File: src/rtl/motor_cmd_scheduler.sv
// motor_cmd_scheduler
// Turns decoded motor commands (0-9) into safe H-bridge drive. Duty ramps
// toward a target at one LSB per RAMP_DIV clocks. A direction change first
// brakes to zero duty and then waits a dead-time dwell. Code 9 latches an
// emergency stop that only code 0 can clear.
//
// Ports:
//   FPGA_CLK1_50 - system clock
//   KEY          - synchronous active-high reset
//   cmd_valid    - command strobe from the decoder
//   command      - command code (0-9 valid, >9 flagged on cmd_err)
//   cmd_ready    - high when a non-estop command can be accepted
//   cmd_err      - one-cycle pulse after an accepted code >9
//   motor_en     - H-bridge enable
//   dir_l/dir_r  - per-side direction, 1 = forward
//   pwm          - shared PWM drive (registered)
//   duty         - currently applied duty
//   state        - FSM state (IDLE=0 RAMP=1 HOLD=2 BRAKE=3 DWELL=4 ESTOP=5)
module motor_cmd_scheduler #(
   parameter int         RAMP_DIV     = 50000,
   parameter int         DWELL_CYCLES = 5000000,
   parameter logic [7:0] DUTY_SLOW    = 8'd64,
   parameter logic [7:0] DUTY_MED     = 8'd128,
   parameter logic [7:0] DUTY_FAST    = 8'd224,
   parameter logic [7:0] DUTY_TURN    = 8'd96
) (
   input  logic       FPGA_CLK1_50,
   input  logic       KEY,
   input  logic       cmd_valid,
   input  logic [7:0] command,
   output logic       cmd_ready,
   output logic       cmd_err,
   output logic       motor_en,
   output logic       dir_l,
   output logic       dir_r,
   output logic       pwm,
   output logic [7:0] duty,
   output logic [2:0] state
);

   localparam int RW = $clog2(RAMP_DIV + 1);
   localparam int DW = $clog2(DWELL_CYCLES + 1);
   localparam logic [RW-1:0] RLAST = RW'(RAMP_DIV - 1);
   localparam logic [DW-1:0] DLAST = DW'(DWELL_CYCLES - 1);

   typedef enum logic [2:0] {
      S_IDLE  = 3'd0,
      S_RAMP  = 3'd1,
      S_HOLD  = 3'd2,
      S_BRAKE = 3'd3,
      S_DWELL = 3'd4,
      S_ESTOP = 3'd5
   } state_t;

   state_t          r_state, w_state_nxt;
   logic [7:0]      r_duty, w_duty_nxt;
   logic [7:0]      r_target, w_target_nxt;
   logic            r_dir_l, r_dir_r, w_dir_l_nxt, w_dir_r_nxt;
   logic            r_pend_l, r_pend_r, w_pend_l_nxt, w_pend_r_nxt;
   logic [7:0]      r_pend_tgt, w_pend_tgt_nxt;
   logic [RW-1:0]   r_rcnt, w_rcnt_nxt;
   logic [DW-1:0]   r_dcnt, w_dcnt_nxt;
   logic            r_en, w_en_nxt;
   logic            r_err;
   logic [7:0]      r_pcnt;
   logic            r_pwm;

   logic            w_ready;
   logic            w_accept;
   logic            w_cmd_ok;
   logic            w_estop;
   logic            w_estop_clr;
   logic            w_err;
   logic            w_tick;
   logic            w_same;
   logic            w_c_l, w_c_r;
   logic [7:0]      w_c_tgt;
   logic [7:0]      w_tgt_eff;
   logic [7:0]      w_step;

   // One LSB toward the target; equal values hold, so no overshoot or wrap.
   function automatic logic [7:0] step_toward(input logic [7:0] cur,
                                              input logic [7:0] tgt);
      if (cur < tgt)      return cur + 8'd1;
      else if (cur > tgt) return cur - 8'd1;
      else                return cur;
   endfunction

   // Command decode. Code 0 keeps the present directions so it never
   // looks like a direction change.
   always_comb begin
      w_c_l   = r_dir_l;
      w_c_r   = r_dir_r;
      w_c_tgt = 8'd0;
      case (command)
         8'd1: begin w_c_l = 1'b1; w_c_r = 1'b1; w_c_tgt = DUTY_SLOW; end
         8'd2: begin w_c_l = 1'b1; w_c_r = 1'b1; w_c_tgt = DUTY_MED;  end
         8'd3: begin w_c_l = 1'b1; w_c_r = 1'b1; w_c_tgt = DUTY_FAST; end
         8'd4: begin w_c_l = 1'b0; w_c_r = 1'b0; w_c_tgt = DUTY_SLOW; end
         8'd5: begin w_c_l = 1'b0; w_c_r = 1'b0; w_c_tgt = DUTY_MED;  end
         8'd6: begin w_c_l = 1'b0; w_c_r = 1'b0; w_c_tgt = DUTY_FAST; end
         8'd7: begin w_c_l = 1'b0; w_c_r = 1'b1; w_c_tgt = DUTY_TURN; end
         8'd8: begin w_c_l = 1'b1; w_c_r = 1'b0; w_c_tgt = DUTY_TURN; end
         default: ;
      endcase
   end

   assign w_ready     = (r_state == S_IDLE) || (r_state == S_RAMP) ||
                        (r_state == S_HOLD);
   assign w_accept    = cmd_valid && w_ready && (command != 8'd9);
   assign w_cmd_ok    = w_accept && (command <= 8'd8);
   assign w_err       = w_accept && (command > 8'd9);
   assign w_estop     = cmd_valid && (command == 8'd9);
   assign w_estop_clr = cmd_valid && (command == 8'd0) && (r_state == S_ESTOP);
   assign w_tick      = (r_rcnt == RLAST);
   assign w_same      = (w_c_l == r_dir_l) && (w_c_r == r_dir_r);

   // Next-state / datapath logic
   always_comb begin
      w_state_nxt    = r_state;
      w_duty_nxt     = r_duty;
      w_target_nxt   = r_target;
      w_dir_l_nxt    = r_dir_l;
      w_dir_r_nxt    = r_dir_r;
      w_pend_l_nxt   = r_pend_l;
      w_pend_r_nxt   = r_pend_r;
      w_pend_tgt_nxt = r_pend_tgt;
      w_dcnt_nxt     = '0;
      w_rcnt_nxt     = '0;
      w_en_nxt       = 1'b0;
      // A command arriving with a ramp tick steers that same step.
      w_tgt_eff      = w_cmd_ok ? w_c_tgt : r_target;
      w_step         = step_toward(r_duty, w_tgt_eff);

      case (r_state)
         S_IDLE: begin
            w_duty_nxt = 8'd0;
            if (w_cmd_ok && (command != 8'd0)) begin
               if (w_same) begin
                  w_target_nxt = w_c_tgt;
                  w_state_nxt  = S_RAMP;
               end else begin
                  w_pend_l_nxt   = w_c_l;
                  w_pend_r_nxt   = w_c_r;
                  w_pend_tgt_nxt = w_c_tgt;
                  w_state_nxt    = S_DWELL;
               end
            end
         end
         S_RAMP, S_HOLD: begin
            if (w_cmd_ok && !w_same) begin
               w_pend_l_nxt   = w_c_l;
               w_pend_r_nxt   = w_c_r;
               w_pend_tgt_nxt = w_c_tgt;
               w_state_nxt    = (r_duty != 8'd0) ? S_BRAKE : S_DWELL;
            end else begin
               w_target_nxt = w_tgt_eff;
               if (r_state == S_HOLD) begin
                  if (w_cmd_ok) w_state_nxt = S_RAMP;
               end else if (w_tick) begin
                  w_duty_nxt = w_step;
                  if (w_step == w_tgt_eff)
                     w_state_nxt = (w_tgt_eff == 8'd0) ? S_IDLE : S_HOLD;
               end
            end
         end
         S_BRAKE: begin
            if (w_tick) begin
               w_duty_nxt = step_toward(r_duty, 8'd0);
               if (w_duty_nxt == 8'd0) w_state_nxt = S_DWELL;
            end
         end
         S_DWELL: begin
            w_duty_nxt = 8'd0;
            if (r_dcnt == DLAST) begin
               w_dir_l_nxt  = r_pend_l;
               w_dir_r_nxt  = r_pend_r;
               w_target_nxt = r_pend_tgt;
               w_state_nxt  = (r_pend_tgt != 8'd0) ? S_RAMP : S_IDLE;
            end else begin
               w_dcnt_nxt = r_dcnt + DW'(1);
            end
         end
         S_ESTOP: begin
            w_duty_nxt = 8'd0;
            if (w_estop_clr) w_state_nxt = S_IDLE;
         end
         default: w_state_nxt = S_IDLE;
      endcase

      // Emergency stop beats any ramp step or command in the same cycle.
      if (w_estop) begin
         w_state_nxt  = S_ESTOP;
         w_duty_nxt   = 8'd0;
         w_target_nxt = 8'd0;
      end

      // Ramp divider restarts on every entry into RAMP or BRAKE.
      if ((w_state_nxt == r_state) &&
          ((r_state == S_RAMP) || (r_state == S_BRAKE)))
         w_rcnt_nxt = w_tick ? '0 : r_rcnt + RW'(1);

      w_en_nxt = (w_state_nxt == S_RAMP) || (w_state_nxt == S_HOLD) ||
                 (w_state_nxt == S_BRAKE);
   end

   always_ff @(posedge FPGA_CLK1_50) begin
      if (KEY) begin
         r_state    <= S_IDLE;
         r_duty     <= 8'd0;
         r_target   <= 8'd0;
         r_dir_l    <= 1'b1;
         r_dir_r    <= 1'b1;
         r_pend_l   <= 1'b1;
         r_pend_r   <= 1'b1;
         r_pend_tgt <= 8'd0;
         r_rcnt     <= '0;
         r_dcnt     <= '0;
         r_en       <= 1'b0;
         r_err      <= 1'b0;
         r_pcnt     <= 8'd0;
         r_pwm      <= 1'b0;
      end else begin
         r_state    <= w_state_nxt;
         r_duty     <= w_duty_nxt;
         r_target   <= w_target_nxt;
         r_dir_l    <= w_dir_l_nxt;
         r_dir_r    <= w_dir_r_nxt;
         r_pend_l   <= w_pend_l_nxt;
         r_pend_r   <= w_pend_r_nxt;
         r_pend_tgt <= w_pend_tgt_nxt;
         r_rcnt     <= w_rcnt_nxt;
         r_dcnt     <= w_dcnt_nxt;
         r_en       <= w_en_nxt;
         r_err      <= w_err;
         r_pcnt     <= r_pcnt + 8'd1;
         r_pwm      <= r_en && (r_pcnt < r_duty);
      end
   end

   assign cmd_ready = w_ready;
   assign cmd_err   = r_err;
   assign motor_en  = r_en;
   assign dir_l     = r_dir_l;
   assign dir_r     = r_dir_r;
   assign pwm       = r_pwm;
   assign duty      = r_duty;
   assign state     = r_state;

endmodule

File: config.mk
export PLATFORM = sky130hd
export DESIGN_NAME = motor_cmd_scheduler
export DESIGN_NICKNAME = d
export VERILOG_FILES = /design/src/rtl/motor_cmd_scheduler.sv
export SDC_FILE = /design/constraint.sdc
export NUM_CORES = 1
export LEC_CHECK = 0
export BUFFER_PORTS_ARGS = -buffer_cell sky130_fd_sc_hd__buf_2
export CORE_ASPECT_RATIO = 1.25
export CORE_UTILIZATION = 45
export CTS_BUF_LIST = sky130_fd_sc_hd__clkbuf_2
export DETAILED_ROUTE_END_ITERATION = 12
export GPL_TIMING_DRIVEN = 0
export HOLD_SLACK_MARGIN = 0.1
export PLACE_DENSITY = 0.72
export SETUP_SLACK_MARGIN = 0.2
export SLEW_MARGIN = 10
export SYNTH_ARGS = -nofsm -noshare
export SYNTH_HDL_FRONTEND = slang
export SYNTH_SLANG_ARGS = --single-unit
File: constraint.sdc
create_clock -name FPGA_CLK1_50 -period 8.5 [get_ports FPGA_CLK1_50]
set_clock_uncertainty 0.2 [all_clocks]
set_input_delay 0.425 -clock FPGA_CLK1_50 [delete_from_list [all_inputs] [get_ports FPGA_CLK1_50]]
set_output_delay 0.425 -clock FPGA_CLK1_50 [all_outputs]
set_load 0.01 [all_outputs]
; ---- Word-level counts from Yosys, hierarchy flattened
; Cells that the tools add are included.
[word_totals]
regBits = 81
out_inout_bits = 17
word_cells = 154
input_bits = 11
[classes]
n_eq_ne = 33
n_mux = 48
bitwise = 2
addsub = 5
n_reduce_logical = 45
magnitude_cmp = 7
[ops]
columns = operator, count
row1 = 8-bit 2-to-1 mux, 18
row2 = 8-bit case mux with 3 select lines, 2
row3 = 3-bit 2-to-1 mux, 13
row4 = "8-bit by 3-bit == test with 1-bit output, second input constant", 4
row5 = 8-bit case mux with 4 select lines, 1
row6 = 8-bit zero test, 3
row7 = 8-bit nonzero test, 3
row8 = "23-bit by 1-bit adder with 23-bit output, second input constant", 1
row9 = "23-bit == test, second input constant", 1
row10 = "16-bit by 1-bit adder with 16-bit output, second input constant", 1
row11 = "8-bit by 1-bit adder with 8-bit output, second input constant", 2
row12 = "16-bit == test, second input constant", 1
row13 = "8-bit by 2-bit == test with 1-bit output, second input constant", 2
row14 = "8-bit by 4-bit == test with 1-bit output, second input constant", 2
row15 = 8-bit < comparator, 2
row16 = "2-bit inequality test, second input constant", 8
row17 = 8-bit case mux with 2 select lines, 1
row18 = 4-bit OR reduction, 4
row19 = 3-bit case mux with 5 select lines, 1
row20 = "3-bit by 2-bit == test with 1-bit output, second input constant", 4
row21 = 1-bit logical AND, 12
row22 = 2-bit OR reduction, 6
row23 = 5-bit AND reduction, 2
row24 = 3-bit OR reduction, 3
row25 = other kinds (25), 43

; ---- Depth between registers and ports, before layout
[logic_depth]
word_depth = 21
depth_mapped = 18
mapped_depth_nobuf = 15

; ---- Worst setup path before layout
; No wires, ideal clock.
[synth_timing]
kind = in2reg
startpoint = input port command[5]
endpoint = register r_en (netlist: motor_en)
t_required_ns = 8.171
slack_ns = 3.923
arrival_time_ns = 4.249
path_buffers = 2
cell_stages = 16
setup_ns = 0.129
path_cell_list = nor4_4 nand4_1 clkbuf_1 nand2_1 ha_1 nor2b_4 o211a_4 o21a_1 buf_6 or4_4 o31ai_4 xnor2_1 or4_1 or3_1 a211oi_2 o22ai_2
[synth_between]
elab_chain_len = 17
elab_cells_between_ends = 58
cone_classes = order compare: 3 / eq/ne: 16 / mux: 17 / reduce/logical: 22
[synth_lines]
columns = item, line_no
row1 = "start, declared", 30  ; input logic [7:0] command,
row2 = 8-bit by 4-bit == test with 1-bit output (tied with other cells), 95  ; case (command)
row3 = 2-bit OR reduction (no source line) or 1-bit logical AND (tied branches), -
row4 = 8-bit case mux with 4 select lines or 1-bit logical AND (tied branches), "95, 111"
row5 = 8-bit 2-to-1 mux, 132  ; w_tgt_eff = w_cmd_ok ? w_c_tgt : r_target;
row6 = 8-bit > comparator, 85  ; else if (cur > tgt) return cur - 8'd1;
row7 = 8-bit 2-to-1 mux, 85
row8 = 8-bit 2-to-1 mux, 84  ; if (cur < tgt) return cur + 8'd1;
row9 = 8-bit == test, 162  ; if (w_step == w_tgt_eff)
row10 = 3-bit 2-to-1 mux, 162
row11 = 3-bit 2-to-1 mux, 160  ; end else if (w_tick) begin
row12 = 3-bit 2-to-1 mux, 158  ; if (r_state == S_HOLD) begin
row13 = 3-bit 2-to-1 mux, 151  ; if (w_cmd_ok && !w_same) begin
row14 = 3-bit case mux with 5 select lines, 135  ; case (r_state)
row15 = 3-bit 2-to-1 mux *, 192  ; if (w_estop) begin
row16 = 3-bit by 1-bit == test with 1-bit output or 3-bit by 2-bit == test with 1-bit output (tied branches), 203  ; w_en_nxt = (w_state_nxt == S_RAMP) || (w_state_nxt == S_HOLD) ||
row17 = 1-bit logical OR, 203
row18 = 1-bit logical OR *, 203
row19 = "end signal, assigned", 234  ; r_en <= w_en_nxt;
row20 = "end, declared", 63  ; logic r_en, w_en_nxt;
; Every way passes the cells marked *; elsewhere a longest branch is shown, timed or not.
; A chain may end at the register's enable or synchronous reset.

; ---- Worst setup path after layout
[layout_timing]
startpoint = register r_state[2] (netlist: state[2])
endpoint = register r_en (netlist: motor_en)
[layout_between]
elab_chain_len = 20
elab_cells_between_ends = 40
cone_classes = order compare: 2 / eq/ne: 9 / mux: 16 / reduce/logical: 13
[layout_lines]
columns = item, line_no
row1 = "start, declared", 55  ; state_t r_state, w_state_nxt;
row2 = "start signal, assigned", 224  ; r_state <= w_state_nxt;
row3 = 3-bit by 1-bit == test with 1-bit output or 3-bit zero test (tied branches), "108, 135"
row4 = 1-bit logical OR (2 in series), 108  ; assign w_ready = (r_state == S_IDLE) || (r_state == S_RAMP) ||
row5 = 1-bit logical AND (2 in series), 110  ; assign w_accept = cmd_valid && w_ready && (command != 8'd9);
row6 = 1-bit logical AND, 111  ; assign w_cmd_ok = w_accept && (command <= 8'd8);
row7 = 8-bit 2-to-1 mux, 132
row8 = 8-bit > comparator, 85
row9 = 8-bit 2-to-1 mux, 85
row10 = 8-bit 2-to-1 mux, 84
row11 = [2 not listed], -
row12 = 3-bit 2-to-1 mux, 160
row13 = 3-bit 2-to-1 mux, 158
row14 = 3-bit 2-to-1 mux, 151
row15 = 3-bit case mux with 5 select lines *, 135
row16 = 3-bit 2-to-1 mux *, 192
row17 = 3-bit by 1-bit == test with 1-bit output or 3-bit by 2-bit == test with 1-bit output (tied branches), 203
row18 = 1-bit logical OR, 203
row19 = 1-bit logical OR *, 203
; Marks and branches as above.

==> results.py <==
metrics = {
    "yosys": {
        "synth_edf_count": 0,
        "synthArstFlopShare_pct": 0,
        "syn_area_mm2": 0.00475,
        "syn-num-nets": 629,
        "seq_area_frac_synth_pct": 32.0,
        "avgSynthCellArea_um2": 7.95,
        "ys_types": 71,
        "synth_cells": 598,
        "ys_seq_elements": 76,
        "ys.flop_type": "dfxtp_1",
        "ys_warn_count": 0,
    },
    "clock_network": {
        "root_buffer": "clkbuf_2",
        "cts.sinks": 76,
        "cts_tree": "built",
        "clockBufferDepth": 2,
        "htreeDepth": 3,
        "clk_pin_slew_worst_paths_ns": 0.21,
        "worstSkewPairLatency_ns": 0.52,
        "ctsResizeCount": 0,
        "cts_buffers": 9,
    },
    "placement": {
        "dp_hpwl_um": 8930,
        "io_buffers": 25,
        "gp_congestion": 0.944,
        "placed_area_mm2": 0.00504,
        "place_ws_ns": 2.99,
        "place_inst": 752,
    },
    "routing": {
        "wl_um": 11800,
        "vias": 4492,
        "postRouteAntennaNets": 0,
        "drc": 0,
        "avgRoutedWirePerCell_um": 15.2,
        "viasPerCell": 5.82,
        "drt-pass1-iter-count": 5,
        "drtIter0Drc": 221,
    },
    "global_route": {
        "grt_start_max_net_pins": 13,
        "grtUsageTotal_pct": 22.3,
        "grt_pass1_vias": 4293,
        "grt-ovfl-total": 0,
        "grt_pass1_wl_um": 19400,
        "antenna_found_initial": 0,
    },
    "finish": {
        "fin_nets": 669,
        "most-common-layout-cells": "nor2_1, dfxtp_1, nand2_1",
        "fillers": 1005,
        "multiInputGateArea_mm2": 0.00307,
        "layout_commonest_cell": "nor2_1",
        "syn_to_final_growth_pct": 9.14,
        "layout-drive-gt1-share_pct": 10.3,
        "register_area_mm2": 0.00152,
        "stdcell_area_mm2": 0.00519,
        "antenna_cells": 0,
        "fin_cells": 772,
        "utilization_pct": 51.1,
    },
    "timing": {
        "worstMarginPinSlew_ns": 0.861,
        "tns_ns": 0,
        "final_hold_viol_count": 0,
        "fmax_mhz": 194,
        "setup_viol": 0,
        "whs_ns": 0.174,
        "fin_crit_sh_pct": 60.6,
        "grt_setup_unrepaired": "no",
        "relSlewSlack_pct": 41.1,
        "finalMaxSlewViolations": 0,
        "fin_crit_ns": 5.15,
        "fin_ws_ns": 3.35,
    },
    "critical_path": {
        "slowest_stage": "o21ai_0",
        "worstSetupPathType": "flop to flop",
        "cpPeakStageDelay_ns": 0.52,
        "crit_chain": "buf_2 > a21oi_1 > nand4_1 > clkbuf_1 > nand2_1 > ha_1 > nor2b_4 > o211a_4 > o21ai_0 > nand3_1 > a41oi_1 > nand3b_1 > or4_1 > or3_1 > a211oi_2 > o22ai_2",
        "required_ns": 8.70,
        "path_max_fanout": 10,
        "critPathArrivalTime_ns": 5.35,
        "worst_setup_path_end_kind": "flop",
        "worstSetupStartpointType": "flop",
    },
    "power_and_ir_drop": {
        "power.leakage_nw": 1.84,
        "power_density_mw_per_mm2": 114,
        "power_mw": 0.590,
        "peakVddDrop_v": 0.0000710,
    },
    "floorplan": {
        "die_height_um": 117,
        "rows": 41,
        "initial_core_util_pct": 46.8,
        "io_pins": 28,
        "dieArea_mm2": 0.0110,
        "die_w_um": 93.9,
        "fp.coreArea_mm2": 0.0102,
    },
    "run_status": {
        "status": "finished clean",
    },
    "flow_run": {
        "cap_violations": 0,
    },
    "hold_path": {
        "min_path_type": "input pin to flop",
    },
}
==> synth_stat cells, drive strengths merged, types with 5 or more instances <==
cell	instances	area share, %
and2	9	1.2
buf	7	0.84
o21ai	34	3.6
nor3	13	1.5
or4	8	1.3
a22oi	12	1.9
a211oi	5	0.90
nand2	49	3.9
xor2	32	5.9
a21oi	32	3.4
clkbuf	18	1.4
nand3	29	3.1
nand2b	8	1.1
mux2i	7	1.5
and3	11	1.4
nand4	13	1.7
or2	6	0.79
nor2b	11	1.6
xnor2	17	3.1
dfxtp	76	32
nor2	88	7.0
ha	20	5.3
inv	15	1.2
and4	6	1.1
or3	7	0.95
==> registers in the layout (all words and copies together), names as in the netlist <==
signal and flops:
motor_en 1, r_pend_r 1, pwm 1, r_pend_tgt 3, r_dcnt 23, cmd_err 1, r_target 8, state 3
r_pend_l 1, dir_l 1, dir_r 1, duty 8, r_pcnt 8, r_rcnt 16
==> cell families (layout without fill, tap and decap cells) <==
| family | after synthesis | in the layout | share of synthesized area (%) |
|---|---|---|---|
| simple gates | 273 | 273 | 29.3 |
| compound gates | 130 | 130 | 18.5 |
| flops | 76 | 76 | 32.0 |
| xor+xnor | 50 | 50 | 9.50 |
| buf+inv | 40 | 85 | 3.45 |
| fa+ha+maj | 21 | 21 | 5.48 |
| mux | 8 | 8 | 1.71 |
==> power breakdown <==
| group | switching (mW) | total [mW] | internal, mW |
|---|---|---|---|
| sequential | 0.00152 | 0.360 | 0.359 |
| clock | 0.123 | 0.192 | 0.0692 |
| combinational | 0.0228 | 0.0380 | 0.0153 |
| total | 0.147 | 0.590 | 0.443 |
==> metal layers <==
| metal | track usage, % | routed length [um] | vias to the layer above |
|---|---|---|---|
| met5 | 0 | 0 | - |
| met4 | 13.0 | 481 | 0 |
| met3 | 4.01 | 512 | 35 |
| met2 | 40.4 | 5900 | 130 |
| met1 | 24.3 | 4870 | 2099 |
| li1 | - | - | 2228 |
==> worst paths after layout <==
path / startpoint / end / slack, ns / cells past startpoint
max: state[2]$_SDFF_PP0_ / motor_en$_SDFF_PP0_ / 3.35 / 16
min: command[6] / r_pend_tgt[6]$_SDFFE_PP0P_ / 0.17 / 6
max reg2reg: state[2]$_SDFF_PP0_ / motor_en$_SDFF_PP0_ / 3.35 / 16
min reg2reg: r_dcnt[0]$_SDFF_PP0_ / r_dcnt[0]$_SDFF_PP0_ / 0.26 / 1
==> repair_timing <==
item | 4_1_cts | 5_1_grt
endpoints found under the setup margin | 0 | 0
setup buffers | 0 | 0
hold buffers | 4 | 0
endpoints found under the hold margin | 3 | 0
==> cell type report <==
| class | count | area share [%] |
|---|---|---|
| plain buffers | 25 | 2.07 |
| clock buffers | 11 | 1.06 |
| clock inverters | 5 | 1.01 |
| inverters | 15 | 1.09 |
| multi-input cells | 482 | 59.1 |
| flip-flops and latches | 76 | 29.3 |
| well taps | 129 | 3.11 |
| repair buffers | 29 | 3.18 |
==> critical path: cells and delay by family (launching register included) <==
family,cells,cell delay [ns]
compound gates,6,1.72
simple gates,7,1.97
buf+inv,2,0.53
fa+ha+maj,1,0.26
flops,1,0.36
Power figures use the tool's default switching activity.
